===== src/rtl/uop_bundler.sv =====
// Micro-op queue that packs cracked 6502 micro-ops into WIDTH-wide, NOP-padded bundles
// for the decoder. Oldest micro-op lands in the highest slot.
module uop_bundler #(
    parameter int unsigned      WIDTH        = 4,
    parameter int unsigned      UOP_W        = 24,
    parameter int unsigned      DEPTH        = 8,
    parameter int unsigned      IDLE_TIMEOUT = 4,
    parameter logic [UOP_W-1:0] NOP_UOP      = '0
) (
    input  logic                     clk,
    input  logic                     rst,
    input  logic [UOP_W-1:0]         uop_in,
    input  logic                     uop_in_valid,
    output logic                     uop_in_ready,
    input  logic                     drain,
    input  logic                     flush,
    output logic [WIDTH*UOP_W-1:0]   bundle_out,
    output logic                     bundle_valid,
    input  logic                     bundle_ready,
    output logic [$clog2(DEPTH+1)-1:0] occupancy
);
    localparam int unsigned PW = $clog2(DEPTH);
    localparam int unsigned CW = $clog2(DEPTH + 1);
    localparam logic [CW-1:0] WidthC   = CW'(WIDTH);
    localparam logic [CW-1:0] DepthC   = CW'(DEPTH);
    localparam logic [3:0]    TimeoutC = 4'(IDLE_TIMEOUT);

    typedef enum logic [1:0] {StIdle, StWait, StFull} tstate_e;

    logic [UOP_W-1:0]       mem_q [DEPTH];
    logic [PW-1:0]          rd_ptr_q, rd_ptr_d, wr_ptr_q, wr_ptr_d, idx;
    logic [CW-1:0]          count_q, count_d, avail_n, pop_n;
    logic [3:0]             timer_q, timer_d;
    tstate_e                state_q, state_d;
    logic                   valid_q, valid_d;
    logic [WIDTH*UOP_W-1:0] bundle_q, bundle_d, formed;
    logic                   push, form, load;

    assign uop_in_ready = count_q < DepthC;
    assign push         = uop_in_valid & uop_in_ready & ~flush;
    assign avail_n      = (count_q < WidthC) ? count_q : WidthC;
    assign form         = (count_q >= WidthC) |
                          ((drain | (timer_q == TimeoutC)) & (count_q != '0));
    assign load         = ~flush & form & (~valid_q | bundle_ready);
    assign pop_n        = load ? avail_n : '0;

    // Oldest entry goes to slot WIDTH-1; slots beyond the available count are padded.
    always_comb begin
        formed = '0;
        idx    = rd_ptr_q;
        for (int i = 0; i < int'(WIDTH); i++) begin
            idx = rd_ptr_q + PW'(i);
            formed[UOP_W*(int'(WIDTH)-1-i) +: UOP_W] =
                (CW'(i) < avail_n) ? mem_q[idx] : NOP_UOP;
        end
    end

    always_comb begin
        rd_ptr_d = rd_ptr_q + PW'(pop_n);
        wr_ptr_d = wr_ptr_q + PW'(push);
        count_d  = count_q + CW'(push) - pop_n;
        valid_d  = load ? 1'b1 : (bundle_ready ? 1'b0 : valid_q);
        bundle_d = load ? formed : bundle_q;
        if (flush) begin
            rd_ptr_d = '0;
            wr_ptr_d = '0;
            count_d  = '0;
            valid_d  = 1'b0;
        end
    end

    always_comb begin
        state_d = StWait;
        if (count_d == '0) begin
            state_d = StIdle;
        end else if (count_d >= WidthC) begin
            state_d = StFull;
        end
    end

    always_comb begin
        timer_d = timer_q;
        if (flush || load || push || state_q != StWait) begin
            timer_d = '0;
        end else if (timer_q < TimeoutC) begin
            timer_d = timer_q + 4'd1;
        end
    end

    always_ff @(posedge clk or negedge rst) begin
        if (!rst) begin
            rd_ptr_q <= '0;
            wr_ptr_q <= '0;
            count_q  <= '0;
            timer_q  <= '0;
            state_q  <= StIdle;
            valid_q  <= 1'b0;
            bundle_q <= '0;
        end else begin
            rd_ptr_q <= rd_ptr_d;
            wr_ptr_q <= wr_ptr_d;
            count_q  <= count_d;
            timer_q  <= timer_d;
            state_q  <= state_d;
            valid_q  <= valid_d;
            bundle_q <= bundle_d;
        end
    end

    always_ff @(posedge clk) begin
        if (push) begin
            mem_q[wr_ptr_q] <= uop_in;
        end
    end

    assign bundle_out   = bundle_q;
    assign bundle_valid = valid_q;
    assign occupancy    = count_q;

endmodule


===== config.mk =====
export PLATFORM = sky130hd
export DESIGN_NAME = uop_bundler
export DESIGN_NICKNAME = d
export VERILOG_FILES = /design/src/rtl/uop_bundler.sv
export SDC_FILE = /design/constraint.sdc
export NUM_CORES = 1
export LEC_CHECK = 0
export CAP_MARGIN = 20
export CORE_UTILIZATION = 35
export CTS_BUF_LIST = sky130_fd_sc_hd__clkbuf_8 sky130_fd_sc_hd__clkbuf_16
export DETAILED_ROUTE_END_ITERATION = 12
export HOLD_SLACK_MARGIN = 0.15
export SETUP_SLACK_MARGIN = 0.05
export SLEW_MARGIN = 30
export SYNTH_ARGS = -nofsm -noshare
export SYNTH_HDL_FRONTEND = slang
export SYNTH_SLANG_ARGS = --single-unit

===== constraint.sdc =====
create_clock -name clk -period 6.2 [get_ports clk]
set_clock_uncertainty 0.1 [all_clocks]
set_input_delay 0.93 -clock clk [delete_from_list [all_inputs] [get_ports clk]]
set_output_delay 0.93 -clock clk [all_outputs]
set_load 0.005 [all_outputs]

==> run_results.csv, run 1 <==
group,metric,value,unit
pwr,vdd_drop_max,251.6,uV
placed_design,io_buffers,131,
critical_path,startpoint_type,"flop",
clock_tree,holdBufCountCts,0,
sta,finalHoldViolations,0,
final_layout,nNetsFinal,1301,
route,wl_per_cell,25.39,um
route,viasPerCell,5.936,
critical_path,reg2reg_depth,7,
sta,tightestPinTransition,0.9110,ns
sta,clock.fmax,264.2,MHz
pwr,finalPower,7.486,mW
logic_synthesis,syn_area_per_cell,14.15,sq um
floorplan,ios,132,
logic_synthesis,ys_seq_area_share,52.86,%
logic_synthesis,ys_ff_latch,305,
sta,relSlewSlack,39.26,%
global_routing,grt_antenna_before_repair,2,
clock_tree,cts-resized-gates,0,
placed_design,place.gp.congestion,0.8228,
critical_path,crit_fanout,29,
logic_synthesis,ys.flop_type,"edfxtp_1",
final_layout,drive_above_1_share,17.38,%
route,drt-total-wl,47.83,mm
placed_design,dp_hpwl,29.68,mm
clock_tree,clk_latency,0.53,ns
sta,setup_viol,0,
clock_tree,post_cts_buffers,0,
clock_tree,cts_tree,"built",
route,first_pass_iters,5,
clock_tree,cts_buffers,35,
pwr,power_density,387.2,mW/mm^2
logic_synthesis,async_flop_share,37.05,%
route,drtIter0Drc,1029,
clock_tree,h-tree-depth,2,
floorplan,die_width,217.5,um
clock_tree,numClockSinks,305,
floorplan,row_count,78,
pwr,leakage,7.296,nW
route,ant_nets,0,
critical_path,r2r_slack,2.42,ns
flow_run,drv_cap,0,
route,via_count,11183,
critical_path,r2r_end,"bundle_out[3]",
sta,period_minus_slack,3.785,ns
critical_path,cp.required,6.51,ns
floorplan,initial_utilization,35.67,%
status,status,"completed",
critical_path,critPathKind,"reg2reg",
critical_path,rr_startpoint,"rd_ptr_q[0]",
logic_synthesis,yosys_warnings,0,
global_routing,grt_max_degree,66,
global_routing,grt_pass1_vias,11350,
critical_path,endpoint_kind,"flop",
sta,rsz0062_at_grt,"false",
logic_synthesis,synth.distinct_cells,52,
logic_synthesis,syn_inst,1149,
logic_synthesis,syn_area,0.01626,sq mm
clock_tree,path_clk_slew,0.06,ns
clock_tree,cts_root_buffer,"clkbuf_16",
sta,fin_tns_setup,0,ns
global_routing,grt_overflow,0,
global_routing,globalRouteTotalUtil,20.40,%
sta,finalMaxSlewViolations,0,
logic_synthesis,synth-edff-count,192,
floorplan,die_area,0.04731,sq mm
critical_path,cp.arrival,4.09,ns
sta,post-route-period-util,61.05,%
clock_tree,clockBufferDepth,3,
logic_synthesis,syn_nets,1194,
floorplan,design.core.area,0.04558,sq mm
final_layout,areaGrowthSynthToFinish,18.93,%
min_path,worstHoldPathType,"in2async",
floorplan,die_h,217.5,um
route,drc,0,
global_routing,grt_pass1_wl,73.03,mm
-- cell type report --
class / count / area (sq um)
Multi-Input combinational cell: 735 / 7189
Timing Repair Buffer: 166 / 1610
Clock buffer: 40 / 955.9
Sequential cell: 305 / 8605
Antenna cell: 1 / 2.502
Fill cell: 4093 / 26240
Inverter: 13 / 48.80
Clock inverter: 24 / 170.2
Tap cell: 600 / 750.7
-- synth_stat cells, types with 2 or more instances --
| cell type | instances | share of area (%) |
|---|---|---|
| mux4_1 | 12 | 1.9 |
| o2bb2ai_1 | 25 | 1.3 |
| edfxtp_1 | 192 | 35 |
| o21ai_0 | 17 | 0.52 |
| fa_1 | 2 | 0.25 |
| a21oi_1 | 16 | 0.49 |
| a31oi_1 | 23 | 0.89 |
| xnor2_1 | 5 | 0.27 |
| mux2i_1 | 147 | 9.1 |
| clkbuf_1 | 23 | 0.53 |
| inv_1 | 13 | 0.30 |
| a22oi_1 | 46 | 2.1 |
| buf_1 | 5 | 0.12 |
| nor2_1 | 14 | 0.32 |
| xor2_1 | 3 | 0.16 |
| nand2_1 | 133 | 3.1 |
| a211oi_1 | 12 | 0.55 |
| nor2_2 | 6 | 0.23 |
| buf_12 | 2 | 0.25 |
| buf_6 | 6 | 0.42 |
| or3_1 | 2 | 0.077 |
| o21ai_1 | 9 | 0.28 |
| buf_2 | 45 | 1.4 |
| nand3_1 | 24 | 0.74 |
| nor2b_1 | 15 | 0.58 |
| nand2b_1 | 7 | 0.27 |
| ha_1 | 13 | 1.0 |
| mux2_4 | 5 | 0.46 |
| a32oi_1 | 17 | 0.92 |
| a21o_1 | 5 | 0.23 |
| mux2_2 | 23 | 1.6 |
| mux4_2 | 87 | 12 |
| o32ai_1 | 4 | 0.22 |
| a32o_1 | 46 | 2.8 |
| buf_4 | 14 | 0.65 |
| nor3_1 | 3 | 0.092 |
| dfrtp_1 | 113 | 17 |
-- stage by stage --
stage          hold slack, ns  area, sq um  instances  setup WS (ns)  utilization (%)
2_1_floorplan          0.3794        16260       1149          2.484                -
3_3_place_gp           0.3749        18130       1816          2.097            39.79
3_5_place_dp           0.3758        18200       1819          2.069            39.94
4_1_cts                0.2301        19330       1883          2.386            42.41
5_1_grt                0.2354        19330       1883          2.189            42.41
6_report               0.2361        19330       1884          2.415            42.42
-- per-layer routing --
metal / GRT usage [%] / part of all wire, %
met5: 0 / 0.031
met4: 6.244 / 2.4
met3: 3.026 / 6.7
met2: 32.49 / 47
met1: 28.67 / 44
-- critical path, cell delays in order, from the launching register on --
cell,delay (ns)
dfrtp_4,0.66
inv_1,0.20
ha_2,0.79
inv_1,0.26
nor2_4,0.74
buf_4,0.47
a32oi_1,0.17
a32o_1,0.27
-- cells by family after synthesis --
logic type | share of synthesized area (%)
multiplexers | 25.10
AND/OR/NAND/NOR | 5.657
AO/OA/AOI/OAI | 10.76
buffers and inverters | 3.671
flip-flops | 52.86
XOR/XNOR | 0.7005
adder cells (fa/ha/maj) | 1.247
-- where the power goes --
group	switching (mW)	leakage [nW]	total (mW)	internal, mW
Clock	0.831	0.590	2.02	1.19
Sequential	0.304	3.16	2.81	2.51
Combinational	1.30	3.55	2.66	1.36
-- placed cells by master (no fill, tap or decap), types with 3 or more instances in the layout --
cell / count
a22oi_1: 46
dfrtp_4: 3
clkinv_2: 4
nor2_4: 11
clkbuf_8: 4
clkbuf_16: 36
ha_1: 12
mux2_4: 5
mux4_2: 87
mux2_2: 23
a32oi_1: 17
edfxtp_1: 192
nand3_1: 24
a21oi_1: 16
a32o_1: 46
clkdlybuf4s50_1: 130
o2bb2ai_1: 25
o21ai_0: 17
clkinv_1: 6
o21ai_1: 8
nand2b_1: 7
dfrtp_1: 110
nor2_1: 8
mux4_1: 12
inv_1: 22
a211oi_1: 12
buf_4: 32
mux2i_1: 147
a21o_1: 5
xnor2_1: 5
nand2_1: 133
o32ai_1: 4
a31oi_1: 23
nor2b_1: 15
-- state kept, by name (all words and copies together), names as in the netlist --
signal	flops
mem_q	192
bundle_out	96
occupancy	4
timer_q	4
rd_ptr_q	3
wr_ptr_q	3
state_q	2
bundle_valid	1
-- worst max path at each step --
stage | startpoint | end | depth (start not counted)
6_report | rd_ptr_q[0] | bundle_out[3] | 7
3_5_place_dp | flush | mem_q[7][8] | 5
3_3_place_gp | flush | mem_q[6][12] | 4
2_1_floorplan | flush | mem_q[0][0] | 3
5_1_grt | rd_ptr_q[0] | bundle_out[4] | 7
4_1_cts | rd_ptr_q[0] | bundle_out[3] | 7
Note: power is estimated with default switching activity, not from simulation.
==> inputs of run 2 (changes only) <==
==> constraint.sdc (replaced) <==
create_clock -name clk -period 3.2 [get_ports clk]
set_clock_uncertainty 0.1 [all_clocks]
set_input_delay 0.48 -clock clk [delete_from_list [all_inputs] [get_ports clk]]
set_output_delay 0.48 -clock clk [all_outputs]
set_load 0.005 [all_outputs]
==> run 2 against run 1 <==
Total power rose by 98%. Maximum frequency increased by 37%. Final cell count is 1.2% higher. Die area did not move. Routed wire length fell by 0.59%. Critical path type unchanged. Critical endpoint is now state_q[0]. Largest power group is now combinational cells. Highest routed layer unchanged.
==> run_results.csv, run 2 (synthesis results as in run 1) <==
group,metric,value,unit
sta,clock.fmax,361.2,MHz
final_layout,mostFrequentLayoutCell,"edfxtp_1",
clock_tree,post_cts_buffers,0,
sta,post-route-period-util,86.51,%
critical_path,rr_startpoint,"timer_q[0]",
critical_path,r2r_slack,0.43,ns
sta,setup_viol,0,
placed_design,place.gp.congestion,0.8431,
clock_tree,cts_tree,"built",
floorplan,die_area,0.04731,sq mm
final_layout,antenna_cells,0,
clock_tree,numClockSinks,305,
floorplan,die_h,217.5,um
sta,finalHoldViolations,0,
global_routing,grt_overflow,0,
min_path,worstHoldPathType,"in2async",
pwr,vdd_drop_max,371.0,uV
clock_tree,cts_root_buffer,"clkbuf_16",
final_layout,drive_above_1_share,19.28,%
placed_design,dp_hpwl,30.07,mm
pwr,leakage,7.467,nW
route,route.met2.wl,22.57,mm
sta,tightestPinTransition,0.8686,ns
critical_path,startpoint,"timer_q[0]",
clock_tree,cts-resized-gates,0,
sta,rsz0062_at_grt,"false",
final_layout,layout_common_cells,"192 x edfxtp_1, 147 x mux2i_1, 133 x nand2_1",
global_routing,grt_antenna_before_repair,1,
clock_tree,clk_latency,0.52,ns
final_layout,num-fill-cells,4039,
floorplan,initial_utilization,35.67,%
floorplan,ios,132,
final_layout,nNetsFinal,1326,
route,ant_nets,0,
critical_path,startpoint_type,"flop",
final_layout,regMostFlops,"mem_q",
sta,fin_tns_setup,0,ns
critical_path,critPathKind,"reg2reg",
route,first_pass_iters,5,
route,highest_layer,"met5",
pwr,finalPower,14.85,mW
final_layout,largest_register_ffs,192,
route,drt-total-wl,47.55,mm
global_routing,grt_pass1_vias,11280,
route,viasPerCell,5.929,
critical_path,cp.required,3.56,ns
clock_tree,cts_buffers,35,
floorplan,design.core.area,0.04558,sq mm
flow_run,drv_cap,0,
clock_tree,path_clk_slew,0.06,ns
global_routing,grt_max_degree,127,
clock_tree,h-tree-depth,2,
route,drc,0,
route,met1Wirelength,20.43,mm
critical_path,crit_fanout,3,
critical_path,reg2reg_depth,11,
final_layout,fin_util,43.15,%
route,via_count,11306,
route,drtIter0Drc,1140,
status,status,"completed",
final_layout,areaGrowthSynthToFinish,20.97,%
critical_path,r2r_end,"state_q[0]",
critical_path,cp.arrival,3.13,ns
clock_tree,holdBufCountCts,1,
pwr,power_density,755.3,mW/mm^2
critical_path,cp-endpoint,"state_q[0]",
floorplan,die_width,217.5,um
sta,relSlewSlack,42.09,%
global_routing,globalRouteTotalUtil,20.13,%
clock_tree,clockBufferDepth,3,
route,wl_per_cell,24.93,um
critical_path,endpoint_kind,"flop",
sta,finalMaxSlewViolations,0,
route,wl_met3,3.325,mm
global_routing,grt_pass1_wl,71.82,mm
sta,period_minus_slack,2.768,ns
floorplan,row_count,78,
placed_design,io_buffers,131,
-- run 2: worst max-delay path: stages, from the launching register on --
cell and delay (ns):
dfrtp_1 0.40, inv_1 0.07, ha_1 0.14, nand3b_1 0.15
a211oi_2 0.30, nand3_1 0.14, ha_1 0.34, ha_1 0.31
a21o_1 0.18, a21oi_1 0.18, xnor2_1 0.18, o2111a_1 0.22
-- run 2: final cells by class --
class	instances	area, sq um	share of cell area, %
clock buffer	40	967.2	4.919
clock inverter	23	196.4	0.9990
inverter	13	48.80	0.2482
multi-input combinational	735	7164	36.43
sequential	305	8605	43.76
tap	600	750.7	3.818
timing repair buffer	191	1932	9.824
-- run 2: worst min path at each step --
stage,end,cells past startpoint,from
2_1_floorplan,bundle_out[0],0,rst
5_1_grt,bundle_out[6],2,rst
4_1_cts,bundle_out[6],2,rst
6_report,bundle_out[52],2,rst
3_3_place_gp,bundle_out[4],1,rst
3_5_place_dp,bundle_out[4],1,rst
-- run 2: where the power goes --
group	switching, mW	internal (mW)	leakage, nW
Clock	1.61	2.41	0.596
Combinational	2.63	2.83	3.71
Sequential	0.518	4.85	3.16
-- run 2: through the flow --
step | hold slack, ns | area, sq um | std cells | setup slack [ns]
after floorplan | 0.08441 | 16270 | 1149 | 0.5289
after global placement | 0.3732 | 18460 | 1842 | 0.1862
after detailed placement | 0.3731 | 18460 | 1842 | 0.1261
after CTS | 0.3686 | 19640 | 1906 | 0.4150
after global routing | 0.4023 | 19660 | 1907 | 0.2692
final | 0.3720 | 19660 | 1907 | 0.4317
-- run 2: metal layers --
metal / track usage (%) / vias up
met5: 0 / -
met4: 5.939 / 2
li1: - / 4873
met1: 27.76 / 5829
met3: 3.291 / 90
met2: 32.55 / 512
